**src/rtl/interface_demux_v2.sv**
```systemverilog
// Egress demux: pops descriptors and bytes from the core egress FIFOs and
// replicates each frame into the TX FIFO pairs of its destination ports.
module interface_demux_v2 #(
  parameter int unsigned LEN_MAX = 1536
) (
  input  logic        clk_sys,
  input  logic        rstn_sys,
  output logic        sfifo_rd,
  input  logic [7:0]  sfifo_dout,
  output logic        ptr_sfifo_rd,
  input  logic [15:0] ptr_sfifo_dout,
  input  logic        ptr_sfifo_empty,
  output logic        tx_data_fifo_wr0,
  output logic        tx_data_fifo_wr1,
  output logic        tx_data_fifo_wr2,
  output logic        tx_data_fifo_wr3,
  output logic [7:0]  tx_data_fifo_din0,
  output logic [7:0]  tx_data_fifo_din1,
  output logic [7:0]  tx_data_fifo_din2,
  output logic [7:0]  tx_data_fifo_din3,
  input  logic        tx_data_fifo_afull0,
  input  logic        tx_data_fifo_afull1,
  input  logic        tx_data_fifo_afull2,
  input  logic        tx_data_fifo_afull3,
  output logic        tx_ptr_fifo_wr0,
  output logic        tx_ptr_fifo_wr1,
  output logic        tx_ptr_fifo_wr2,
  output logic        tx_ptr_fifo_wr3,
  output logic [15:0] tx_ptr_fifo_din0,
  output logic [15:0] tx_ptr_fifo_din1,
  output logic [15:0] tx_ptr_fifo_din2,
  output logic [15:0] tx_ptr_fifo_din3,
  input  logic        tx_ptr_fifo_full0,
  input  logic        tx_ptr_fifo_full1,
  input  logic        tx_ptr_fifo_full2,
  input  logic        tx_ptr_fifo_full3,
  output logic [15:0] drop_cnt
);

  typedef enum logic [6:0] {
    S_IDLE    = 7'b000_0001,
    S_PTR_RD  = 7'b000_0010,
    S_PTR_LAT = 7'b000_0100,
    S_CHK     = 7'b000_1000,
    S_DATA    = 7'b001_0000,
    S_TAIL    = 7'b010_0000,
    S_PTR_WR  = 7'b100_0000
  } state_e;

  state_e      state_q;
  logic [3:0]  mask_q;
  logic [10:0] len_q;
  logic [10:0] cnt_q;
  logic        err_q;
  logic        drop_q;
  logic        rd_q;
  logic        prd_q;
  logic [3:0]  wr_q;
  logic [3:0]  pwr_q;
  logic [15:0] pdin_q;
  logic [15:0] drop_cnt_q;

  logic [3:0]  afull_v;
  logic [3:0]  pfull_v;
  logic        drop_d;
  logic        ready_d;
  logic [15:0] drop_cnt_d;
  logic [7:0]  din_d;

  assign afull_v = {tx_data_fifo_afull3, tx_data_fifo_afull2,
                    tx_data_fifo_afull1, tx_data_fifo_afull0};
  assign pfull_v = {tx_ptr_fifo_full3, tx_ptr_fifo_full2,
                    tx_ptr_fifo_full1, tx_ptr_fifo_full0};

  assign drop_d = err_q | (mask_q == 4'd0)
                | (32'(len_q) > LEN_MAX);

  // Only ports named in the mask can hold the frame back.
  assign ready_d = ~|(mask_q & (afull_v | pfull_v));

  assign drop_cnt_d = (&drop_cnt_q) ? drop_cnt_q
                    : drop_cnt_q + 16'd1;

  always_ff @(posedge clk_sys or negedge rstn_sys) begin
    if (!rstn_sys) begin
      state_q    <= S_IDLE;
      mask_q     <= '0;
      len_q      <= '0;
      cnt_q      <= '0;
      err_q      <= 1'b0;
      drop_q     <= 1'b0;
      rd_q       <= 1'b0;
      prd_q      <= 1'b0;
      wr_q       <= '0;
      pwr_q      <= '0;
      pdin_q     <= '0;
      drop_cnt_q <= '0;
    end else begin
      prd_q <= 1'b0;
      pwr_q <= '0;
      wr_q  <= mask_q & {4{rd_q}};
      unique case (state_q)
        S_IDLE: begin
          if (!ptr_sfifo_empty) begin
            prd_q   <= 1'b1;
            state_q <= S_PTR_RD;
          end
        end
        S_PTR_RD: begin
          state_q <= S_PTR_LAT;
        end
        S_PTR_LAT: begin
          err_q   <= ptr_sfifo_dout[15];
          mask_q  <= ptr_sfifo_dout[14:11];
          len_q   <= ptr_sfifo_dout[10:0];
          state_q <= S_CHK;
        end
        S_CHK: begin
          drop_q <= drop_d;
          if (len_q == 11'd0) begin
            drop_cnt_q <= drop_cnt_d;
            state_q    <= S_IDLE;
          end else if (drop_d) begin
            // Dropped frames are still drained to keep the FIFOs aligned.
            mask_q  <= '0;
            rd_q    <= 1'b1;
            cnt_q   <= 11'd1;
            state_q <= S_DATA;
          end else if (ready_d) begin
            rd_q    <= 1'b1;
            cnt_q   <= 11'd1;
            state_q <= S_DATA;
          end
        end
        S_DATA: begin
          if (cnt_q == len_q) begin
            rd_q    <= 1'b0;
            state_q <= S_TAIL;
          end else begin
            cnt_q <= cnt_q + 11'd1;
          end
        end
        S_TAIL: begin
          pwr_q   <= mask_q;
          pdin_q  <= {5'd0, len_q};
          state_q <= S_PTR_WR;
        end
        S_PTR_WR: begin
          if (drop_q) drop_cnt_q <= drop_cnt_d;
          state_q <= S_IDLE;
        end
        default: state_q <= S_IDLE;
      endcase
    end
  end

  // The FIFO output register already holds the byte in the write cycle;
  // gating keeps din at zero whenever no port is being written.
  assign din_d = (|wr_q) ? sfifo_dout : 8'h00;

  assign sfifo_rd     = rd_q;
  assign ptr_sfifo_rd = prd_q;

  assign tx_data_fifo_wr0 = wr_q[0];
  assign tx_data_fifo_wr1 = wr_q[1];
  assign tx_data_fifo_wr2 = wr_q[2];
  assign tx_data_fifo_wr3 = wr_q[3];

  assign tx_data_fifo_din0 = din_d;
  assign tx_data_fifo_din1 = din_d;
  assign tx_data_fifo_din2 = din_d;
  assign tx_data_fifo_din3 = din_d;

  assign tx_ptr_fifo_wr0 = pwr_q[0];
  assign tx_ptr_fifo_wr1 = pwr_q[1];
  assign tx_ptr_fifo_wr2 = pwr_q[2];
  assign tx_ptr_fifo_wr3 = pwr_q[3];

  assign tx_ptr_fifo_din0 = pdin_q;
  assign tx_ptr_fifo_din1 = pdin_q;
  assign tx_ptr_fifo_din2 = pdin_q;
  assign tx_ptr_fifo_din3 = pdin_q;

  assign drop_cnt = drop_cnt_q;

endmodule

```
**config.mk**
```make
export PLATFORM = sky130hd
export DESIGN_NAME = interface_demux_v2
export DESIGN_NICKNAME = d
export VERILOG_FILES = /design/src/rtl/interface_demux_v2.sv
export SDC_FILE = /design/constraint.sdc
export NUM_CORES = 1
export LEC_CHECK = 0
export CAP_MARGIN = 40
export CORE_UTILIZATION = 48
export CTS_CLUSTER_DIAMETER = 120
export DETAILED_ROUTE_END_ITERATION = 8
export PLACE_DENSITY_LB_ADDON = 0.1
export SKIP_CTS_REPAIR_TIMING = 1
export SLEW_MARGIN = 20
export SYNTH_ARGS = -nofsm -noshare
export SYNTH_HDL_FRONTEND = slang
export SYNTH_SLANG_ARGS = --single-unit
```
**constraint.sdc**
```tcl
create_clock -name clk_sys -period 2.97 [get_ports clk_sys]
set_input_delay 0.4455 -clock clk_sys [delete_from_list [all_inputs] [get_ports clk_sys]]
set_output_delay 0.4455 -clock clk_sys [all_outputs]
set_load 0.005 [all_outputs]
```
Word level (Yosys, flattened, before mapping)
Index checks and enable logic that the tools add are counted.
- register bits: 72
- logic and storage cells: 77
- bits of input ports: 35
- output and inout bits: 122
- reductions and logical operators: 13
- magnitude comparators: 1
- muxes and demuxes: 27
- bitwise logic cells: 5
- equality and inequality tests: 17
- add/subtract/negate cells: 2
- operators with widths (kind ; number):
    $mux 16 ; 3
    $mux 11 ; 4
    $pmux 7 s6 ; 1
    $mux 7 ; 5
    $pmux 16 s2 ; 1
    $pmux 11 s2 ; 1
    $add 16x1->16 const B ; 1
    $reduce_and 16->1 ; 1
    $ne 2x2->1 const B ; 7
    $mux 4 ; 3
    $add 11x1->11 const B ; 1
    $eq 11x11->1 ; 1
    $gt 11x11->1 const B ; 1
    $logic_not 11->1 ; 1
    $reduce_and 3->1 ; 3
    $and 4x4->4 ; 2
    $mux 8 ; 1
    $pmux 4 s2 ; 1
    $reduce_and 4->1 ; 2
    $reduce_or 4->1 ; 2
    $eq 7x1->1 const B ; 1
    $eq 7x2->1 const B ; 1
    $eq 7x3->1 const B ; 1
    $eq 7x4->1 const B ; 1
    11 further kinds ; 19

Logic depth before layout (Yosys ltp)
Gate-level depths: netlist (run 1).
- word-level depth: 7
- depth in mapped cells: 7
- mapped depth without buffers: 5

Worst setup path before layout (run 1)
Ideal clock, no wire load.
- path type: flip-flop to output port
- start point: register wr_q[1]
- end point: output port tx_data_fifo_din1[0]
- arrival time: 1.492 ns
- stages on the path, launching flop included: 4
- path slack: 1.032 ns
- cells stage by stage: dfrtp_1 -> nor4_1 -> nor2b_1 -> buf_4
- word-level cells in the longest chain between the ends: 2
- RTL lines (element ; RTL line ; RTL):
    start, declared ; 58 ; logic [3:0] wr_q;
    start signal, assigned ; 101 ; wr_q <= mask_q & {4{rd_q}};
    $reduce_or 4->1 ; 159 ; assign din_d = (|wr_q) ? sfifo_dout : 8'h00;
    $mux 8 ; 159 ;
    end, declared ; 18 ; output logic [7:0] tx_data_fifo_din1,
No other way between the ends.

Worst setup path in the final report (run 1)
- start point: register len_q[5]
- end point: register drop_cnt_q[15] (netlist: drop_cnt[15])
- word-level cells in the longest chain between the ends: 3
- RTL lines (element ; RTL line ; RTL):
    start, declared ; 52 ; logic [10:0] len_q;
    start signal, assigned ; 115 ; len_q <= ptr_sfifo_dout[10:0];
    $logic_not 11->1 ; 120 ; if (len_q == 11'd0) begin
    $ne 2x2->1 (no source line) ; - ;
    $reduce_and 3->1 (no source line) ; - ;
    end signal, assigned ; 121 ; drop_cnt_q <= drop_cnt_d;
    end signal, assigned ; 149 ; if (drop_q) drop_cnt_q <= drop_cnt_d;
    end, declared ; 61 ; logic [15:0] drop_cnt_q;
No other way between the ends.
A chain may end at the register's enable or synchronous reset.

==> flow_summary.json, run 1 <==
{
  "status": "finished, violations left",
  "violations": "hold timing",
  "antenna_found_initial": 0,
  "die_y_um": 93.7,
  "synth_top_cell_by_area": "dfrtp_1",
  "clock_latency_ns": 0.36,
  "numCtsBuffers": 9,
  "grt_pass1_wl_um": 14800,
  "skew_ns": 0.0130,
  "cp.required_ns": 3.21,
  "synth_edf_count": 0,
  "grt_setup_unrepaired": "no",
  "final_common_cell": "clkdlybuf4s50_1",
  "max_freq_ghz": 0.430,
  "finalCritPeriodShare_pct": 78.3,
  "core_um2": 8180,
  "root_buffer": "clkbuf_8",
  "worstSetupEndpointType": "flip-flop",
  "cp_max_fo": 15,
  "layout.nets": 544,
  "p_clk_share_pct": 26.1,
  "synth_area_leaders": "dfrtp_1 (44%), buf_4 (15%), nand2_1 (7.3%), xnor2_1 (5.2%), nand3_1 (2.4%)",
  "syn_avg_cell_area_um2": 9.49,
  "setup-tns-final_ns": 0,
  "grtUsageTotal_pct": 21.8,
  "comb_power_share_pct": 34.2,
  "port_buffers": 136,
  "hold_viol": 10,
  "layout.cells.non_filler": 617,
  "insertedDiodeCount": 0,
  "ant_nets": 0,
  "yosysUniqueCellTypes": 54,
  "max_slew_margin_pct": 51.6,
  "drc": 0,
  "drive_above_1_share_pct": 7.23,
  "firstDrtPassIters": 4,
  "die_area_um2": 8780,
  "holdWs_ns": -0.0135,
  "setup_viol": 0,
  "ys_seq_area_share_pct": 44.7,
  "clock_sinks": 72,
  "synthCells": 425,
  "rr_endpoint": "drop_cnt[15]$_DFFE_PN0P_",
  "overflow": 0,
  "yosysTopAreaCellShare_pct": 44.0,
  "wl_per_cell_um": 14.7,
  "setup_ws_ns": 0.645,
  "wl_um": 9080,
  "maxSlewViolCount": 0,
  "rrSetupSlack_ns": 0.65,
  "pre_cts_ws_ns": 0.686,
  "htree_levels": 3,
  "crit_type": "flip-flop to flip-flop",
  "dp_cells": 601,
  "chipWidth_um": 93.7,
  "ys_warn_count": 0,
  "fill_cells": 677,
  "start_util_pct": 49.4,
  "tightest_slew_ns": 0.720,
  "post-route-min-period_ns": 2.32,
  "start_kind": "flip-flop",
  "grt_max_degree": 38,
  "synth_area_um2": 4040,
  "arrival_ns": 2.56,
  "grt_pass1_vias": 3031,
  "switching_share_pct": 32.9,
  "final_cell_mix": "clkdlybuf4s50_1 (135), nand2_1 (78), dfrtp_1 (71), xnor2_1 (24), conb_1 (20)",
  "hp-class": "primary input to async pin",
  "r2r_start": "len_q[5]$_DFFE_PN0P_",
  "num_rows": 33,
  "yosys_most_used_dff": "dfrtp_1",
  "cts_buffer_depth": 2,
  "leakage_nw": 2.33,
  "pin_count": 157,
  "place_congestion": 0.823,
  "async_reset_ff_share_pct": 100,
  "power_density_nw_per_um2": 695,
  "path_clk_slew_ns": 0.09,
  "drt-vias-per-instance": 5.21,
  "dr_total_vias": 3213,
  "r2r_cells": 5,
  "p_int_w": 0.00245,
  "syn2layout_area_growth_pct": 30.4,
  "power.switching_w": 0.00120,
  "first_iter_violations": 96,
  "ir_drop_mv": 0.332,
  "yosys_register_bits": 72,
  "hpwl_um": 6750,
  "power_frac_seq_pct": 39.6,
  "cts_tree": "done",
  "drv_cap": 0
}
[cell usage after synthesis (2+ instances only)]
cell / instances
a221o_1: 2
and3_1: 15
nor2b_1: 8
nor2_1: 9
mux2_2: 4
inv_1: 5
nor4_1: 6
dfrtp_1: 71
clkbuf_1: 6
nor3_1: 4
or4_1: 2
ha_1: 2
o211ai_1: 4
xnor2_1: 24
a31o_2: 2
nand3_1: 19
nand2b_1: 4
o21ai_0: 13
buf_4: 78
and4_1: 4
buf_2: 3
nand4_1: 12
and2_1: 10
and4b_1: 2
o21a_1: 5
nor4b_1: 2
a22o_1: 4
nand2_1: 78
o211a_1: 2
[power groups by stage]
stage	clock [W]	combinational [W]	sequential, W
2_1_floorplan	0	0.000862	0.00137
6_report	0.000955	0.00125	0.00145
5_1_grt	0.00100	0.00139	0.00148
4_1_cts	0.000962	0.00126	0.00145
3_3_place_gp	0	0.00122	0.00145
3_5_place_dp	0	0.00126	0.00146
[sequential cells by signal, indices dropped and copies added (netlist names)]
| name | cells |
|---|---|
| err_q | 1 |
| tx_ptr_fifo_din0 | 11 |
| len_q | 11 |
| state_q | 7 |
| wr_q | 4 |
| sfifo_rd | 1 |
| ptr_sfifo_rd | 1 |
| cnt_q | 11 |
| drop_q | 1 |
| mask_q | 4 |
| drop_cnt | 16 |
| pwr_q | 4 |
[metrics by stage]
stage	instance area, um^2	hold slack (ns)	utilization, %	power (W)
6_report	5260	-0.0135	64.4	0.00366
5_1_grt	5260	0.00282	64.4	0.00388
4_1_cts	5260	-0.00833	64.4	0.00367
3_5_place_dp	5020	0.379	61.4	0.00272
3_3_place_gp	5000	0.468	61.1	0.00268
2_1_floorplan	4110	0.150	-	0.00223
[how the worst max path moves through the flow]
stage | startpoint | end
floorplan | wr_q[1]$_DFF_PN0_ | tx_data_fifo_din1[0]
global placement | len_q[5]$_DFFE_PN0P_ | drop_cnt[1]$_DFFE_PN0P_
detailed placement | len_q[5]$_DFFE_PN0P_ | drop_cnt[15]$_DFFE_PN0P_
CTS | len_q[5]$_DFFE_PN0P_ | drop_cnt[15]$_DFFE_PN0P_
global route | len_q[5]$_DFFE_PN0P_ | drop_cnt[15]$_DFFE_PN0P_
finish | len_q[5]$_DFFE_PN0P_ | drop_cnt[15]$_DFFE_PN0P_
[worst max-delay path, stage by stage (launching register included)]
cell	delay, ns
dfrtp_1	0.43
nor4_1	0.53
nand4_1	0.19
a21oi_2	0.57
nand4_1	0.20
mux2_2	0.30
[routing by layer]
layer	vias up	wire (um)	global-route usage (%)
met5	-	0	0
met4	0	144	10.1
met3	14	520	3.48
met2	143	4530	36.7
met1	1537	3890	27.3
li1	1519	-	-
[kinds of logic after synthesis]
logic type	count (synthesis)	share of synthesized area, %
mux	4	1.12
fa+ha+maj	2	0.620
xor+xnor	25	5.43
buf+inv	94	16.3
compound gates	43	7.78
other cells	1	0.0929
simple gates	184	24.0
flops	72	44.7
[area by class of cell]
type	instances	area (um^2)	share of cell area [%]
sequential	72	1800	34.3
multi-input combinational	278	1650	31.3
timing repair buffer	141	1420	27.0
tap	105	131	2.50
clock buffer	9	124	2.35
clock inverter	7	120	2.28
inverter	5	18.8	0.357
(Power assumes the default switching activity.)
==> run 2, diff against run 1 <==
CORE_UTILIZATION = 40   (was 48)
clock period = 2 ns   (was 2.97 ns; I/O delays follow)
==> run 2 against run 1 <==
Against the previous run:
- the flow now finishes without violations
- cell count rose by 9.6%
- clock power increased by 21%
- non-clock buffer count is 31 higher
- worst hold slack improved by 0.46 ns
- via count up 1.7%
- combinational power up 70%
- utilization down 7.3 points
- clock-buffer cell count up 2
- critical path type is now flip-flop to output port
==> flow_summary.json, run 2 (same netlist as run 1, synthesis figures left out) <==
{
  "grt_util_met3_pct": 4.10,
  "path_clk_slew_ns": 0.08,
  "grt_pass1_vias": 3063,
  "start_kind": "flip-flop",
  "drive_above_1_share_pct": 13.1,
  "clock_sinks": 72,
  "num_rows": 36,
  "arrival_ns": 1.63,
  "crit_chain": "nor4_2, buf_4, buf_4, buf_4, nor2b_1, dlymetal6s2s_1",
  "die_y_um": 102,
  "multi_input_area_um2": 1670,
  "largest_reg_flops": 16,
  "cp_slowest_stage_delay_ns": 0.39,
  "numCtsBuffers": 9,
  "critPathSlowestCell": "dfrtp_1",
  "switching_share_pct": 34.9,
  "final_cell_area_um2": 5580,
  "maxSlewViolCount": 0,
  "ir_drop_mv": 0.558,
  "use_met2_pct": 32.8,
  "power_frac_seq_pct": 39.4,
  "clock_latency_ns": 0.35,
  "dr_total_vias": 3268,
  "antenna_found_initial": 0,
  "wl_per_cell_um": 15.2,
  "grt_setup_unrepaired": "yes",
  "hold_viol": 0,
  "place_congestion": 0.905,
  "die_area_um2": 10500,
  "grt_pass1_wl_um": 16200,
  "power_density_nw_per_um2": 970,
  "finalCritPeriodShare_pct": 96.3,
  "max_freq_ghz": 0.519,
  "p_int_w": 0.00353,
  "post-route-min-period_ns": 1.93,
  "fill_cells": 918,
  "leakage_nw": 2.85,
  "setup_ws_ns": 0.0742,
  "final_cell_mix": "clkdlybuf4s50_1 (103), nand2_1 (78), dfrtp_1 (70), buf_4 (33), dlymetal6s2s_1 (31)",
  "pre_cts_ws_ns": 0.0770,
  "use_met1_pct": 27.8,
  "placed_cell_area_um2": 5260,
  "drc": 0,
  "skew_ns": 0.00739,
  "final_common_cell": "clkdlybuf4s50_1",
  "hp-class": "primary input to async pin",
  "critical_path.top_delay_family": "buffers and inverters",
  "worstSetupEndpointType": "output port",
  "overflow": 0,
  "p_clk_share_pct": 21.5,
  "busiest_layer": "met2",
  "insertedDiodeCount": 0,
  "power_w": 0.00542,
  "cp.required_ns": 1.70,
  "core_um2": 9770,
  "setup_viol": 0,
  "pin_count": 157,
  "port_buffers": 136,
  "firstDrtPassIters": 4,
  "crit_buf_inv": 4,
  "grt_max_degree": 35,
  "chipWidth_um": 102,
  "cts_tree": "done",
  "drv_cap": 0,
  "first_iter_violations": 118,
  "grtUsageTotal_pct": 20.6,
  "cts_buffer_depth": 2,
  "root_buffer": "clkbuf_8",
  "power.switching_w": 0.00189,
  "setup-tns-final_ns": 0,
  "cp_max_fo": 7,
  "ant_nets": 0,
  "critPathMostFrequentCell": "buf_4",
  "comb_power_share_pct": 39.1,
  "wl_um": 10200,
  "htree_levels": 3,
  "crit_type": "flip-flop to output port",
  "hpwl_um": 7840,
  "status": "completed",
  "layout.nets": 575,
  "holdWs_ns": 0.445,
  "seq_area_um2": 1800,
  "start_util_pct": 41.3,
  "drt-vias-per-instance": 4.83,
  "syn2layout_area_growth_pct": 38.4
}
-- run 2: final timing paths --
check                                                 to              startpoint  depth (start not counted)  slack [ns]
worst min-delay path                len_q[0]$_DFFE_PN0P_                rstn_sys                          2        0.45
worst min register to register         err_q$_DFFE_PN0P_       err_q$_DFFE_PN0P_                          2        0.49
max in group asynchronous       drop_cnt[14]$_DFFE_PN0P_                rstn_sys                          3        0.96
min in group clk_sys                   err_q$_DFFE_PN0P_      ptr_sfifo_dout[15]                          3        0.47
worst max-delay path                tx_data_fifo_din0[3]       wr_q[2]$_DFF_PN0_                          6        0.07
worst max register to register      cnt_q[9]$_DFFE_PN0P_  state_q[6]$_DFFE_PN0P_                          5        0.13
-- run 2: power groups by stage --
stage / combinational, W / sequential (W) / clock (W)
CTS: 0.00214 / 0.00211 / 0.00120
global route: 0.00236 / 0.00217 / 0.00126
finish: 0.00212 / 0.00213 / 0.00116
floorplan: 0.00128 / 0.00203 / 0
global placement: 0.00209 / 0.00213 / 0
detailed placement: 0.00212 / 0.00214 / 0
-- run 2: area by class of cell --
cell class / instances / share of cell area [%]
well taps: 133 / 2.98
repair buffers: 172 / 30.9
clock inverters: 5 / 1.01
inverters: 5 / 0.336
flip-flops and latches: 72 / 32.3
clock buffers: 11 / 2.53
multi-input cells: 278 / 29.9
-- run 2: worst register-to-register path: stages (launching register included) --
cell	delay [ns]
dfrtp_1	0.45
nor3_4	0.30
nand4b_4	0.16
a311o_1	0.39
o31a_1	0.29
o21a_1	0.18
-- run 2: stage by stage --
stage	util, %	instances
final	57.1	676
after global routing	57.1	676
after CTS	55.8	672
after detailed placement	53.8	656
after global placement	53.8	656
after floorplan	-	444
-- run 2: metal layers --
| metal | wire [um] | up-vias | part of all wire (%) |
|---|---|---|---|
| met3 | 455 | 13 | 4.4 |
| met4 | 173 | 0 | 1.7 |
| met5 | 0 | - | 0 |
| met1 | 4870 | 1561 | 47 |
| met2 | 4750 | 111 | 46 |
| li1 | - | 1583 | - |
==> run 3, diff against run 2 <==
ABC_AREA = 1   (was unset)
CORE_UTILIZATION = 41   (was 40)
==> run 3 against run 2 <==
Against the previous run:
- the flow now finishes with violations (hold timing)
- worst setup slack got worse by 0.019 ns
- sequential share of layout area shrank 0.97 points
- non-clock buffer count is 19 lower
- synthesized cell count up 32%
- critical endpoint is now tx_data_fifo_din3[4]
- largest cell class unchanged
==> flow_summary.json, run 3 <==
{
  "status": "finished, violations left",
  "violations": "hold timing",
  "cp.required_ns": 1.70,
  "htree_levels": 3,
  "num_rows": 37,
  "wl_per_cell_um": 12.3,
  "synth_mux_area_share_pct": 0,
  "max_freq_ghz": 0.514,
  "grt_pass1_vias": 3309,
  "start_kind": "flip-flop",
  "grt_setup_unrepaired": "yes",
  "syn2layout_area_growth_pct": 32.2,
  "fill_cells": 967,
  "setup-tns-final_ns": 0,
  "finalCritPeriodShare_pct": 97.2,
  "post-route-min-period_ns": 1.94,
  "final_cell_area_um2": 5750,
  "first_iter_violations": 138,
  "skew_ns": 0.0103,
  "port_buffers": 136,
  "core_um2": 10300,
  "drt-vias-per-instance": 4.62,
  "wl_um": 9800,
  "drv_cap": 0,
  "yosys_register_bits": 72,
  "worstSetupEndpointType": "output port",
  "maxSlewViolCount": 0,
  "layout.nets": 691,
  "clock_sinks": 72,
  "synth_top_cell_by_area": "dfrtp_1",
  "yosys.area_share.xor_xnor_pct": 4.60,
  "die_y_um": 105,
  "grt_pass1_wl_um": 16100,
  "arrival_ns": 1.64,
  "power_density_nw_per_um2": 891,
  "place_congestion": 0.881,
  "grtUsageTotal_pct": 18.2,
  "synth-compound-area-share_pct": 4.51,
  "synth_area_um2": 4350,
  "async_reset_ff_share_pct": 100,
  "yosysTopAreaCellShare_pct": 40.8,
  "placed_cell_area_um2": 5400,
  "die_area_um2": 11000,
  "cts_tree": "done",
  "setup_viol": 0,
  "synth_simple_gate_area_share_pct": 29.4,
  "yosys_most_used_dff": "dfrtp_1",
  "ys_warn_count": 0,
  "path_clk_slew_ns": 0.08,
  "overflow": 0,
  "hp-class": "primary input to async pin",
  "holdWs_ns": -0.0351,
  "insertedDiodeCount": 0,
  "cts_buffer_depth": 2,
  "syn_avg_cell_area_um2": 7.78,
  "leakage_nw": 3.13,
  "clock_latency_ns": 0.34,
  "synth_most_common_cell": "nand2_1",
  "crit_type": "flip-flop to output port",
  "synth_top_family_by_area": "simple AND/OR/NAND/NOR gates",
  "hpwl_um": 7220,
  "pin_count": 157,
  "ir_drop_mv": 0.583,
  "antenna_found_initial": 0,
  "synth_area_leaders": "dfrtp_1 (41%), buf_4 (14%), nand2_1 (14%), nand3_1 (4.8%), inv_1 (4.3%)",
  "largest_reg_flops": 16,
  "drc": 0,
  "ant_nets": 0,
  "cp_max_fo": 4,
  "numCtsBuffers": 9,
  "synth_edf_count": 0,
  "ys_seq_area_share_pct": 41.4,
  "final_common_cell": "nand2_1",
  "synthAdderAreaFrac_pct": 0.575,
  "start_util_pct": 42.2,
  "grt_max_degree": 73,
  "dr_total_vias": 3670,
  "drive_above_1_share_pct": 9.41,
  "chipWidth_um": 105,
  "root_buffer": "clkbuf_8",
  "final_cell_mix": "nand2_1 (158), clkdlybuf4s50_1 (105), dfrtp_1 (71), inv_1 (50), nor2_1 (47)",
  "synthCells": 559,
  "firstDrtPassIters": 4,
  "synth_commonest_cells": "nand2_1 (158), buf_4 (79), dfrtp_1 (71)",
  "yosysUniqueCellTypes": 39,
  "hold_viol": 29
}
[run 3: cells by family after synthesis]
logic type	Yosys count
buf+inv	142
xor+xnor	22
other cells	1
compound gates	32
fa+ha+maj	2
flops	72
simple gates	288
[run 3: stage by stage]
stage	std cells	total power (W)	worst slack (ns)	utilization, %
floorplan	578	0.00316	0.207	-
global placement	773	0.00386	0.123	52.3
detailed placement	773	0.00390	0.0853	52.3
CTS	789	0.00517	-0.0732	54.4
global route	795	0.00550	-0.0210	55.7
finish	795	0.00513	0.0556	55.7
[run 3: per-layer routing]
layer	up-vias	GRT usage, %	share of wire (%)
met4	0	5.13	1.2
met5	-	0	0
li1	1839	-	-
met2	121	31.5	49
met1	1701	22.9	43
met3	9	3.68	6.4
[run 3: layout make-up]
| cell class | count | area [um^2] | area share, % |
|---|---|---|---|
| flip-flops and latches | 72 | 1800 | 31.3 |
| multi-input cells | 364 | 1790 | 31.2 |
| repair buffers | 153 | 1570 | 27.3 |
| inverters | 54 | 204 | 3.55 |
| well taps | 136 | 170 | 2.96 |
| clock buffers | 10 | 128 | 2.22 |
| clock inverters | 6 | 83.8 | 1.46 |
[run 3: final timing paths]
kind	startpoint	endpoint	slack, ns	depth (start not counted)
hold reg to reg	mask_q[2]$_DFFE_PN0P_	wr_q[2]$_DFF_PN0_	0.51	2
max in group asynchronous	rstn_sys	state_q[0]$_DFFE_PN1P_	1.70	2
setup reg to reg	len_q[4]$_DFFE_PN0P_	cnt_q[2]$_DFFE_PN0P_	0.19	8
min in group clk_sys	ptr_sfifo_dout[5]	len_q[5]$_DFFE_PN0P_	0.49	3
hold / removal	rstn_sys	drop_cnt[5]$_DFFE_PN0P_	-0.04	2
setup / recovery	wr_q[1]$_DFF_PN0_	tx_data_fifo_din3[4]	0.06	4
[run 3: worst max-delay path, cell delays in order (launching register included)]
cell             delay, ns
dfrtp_1               0.39
nor4_2                0.27
buf_4                 0.16
nor2_2                0.05
clkdlybuf4s50_1       0.43
[run 3: power by group]
| group | leakage [nW] | internal [W] | switching (W) | total, W |
|---|---|---|---|---|
| combinational | 2.07 | 0.000961 | 0.000866 | 0.00183 |
| clock | 0.110 | 0.000699 | 0.000560 | 0.00126 |
| sequential | 0.957 | 0.00174 | 0.000298 | 0.00204 |
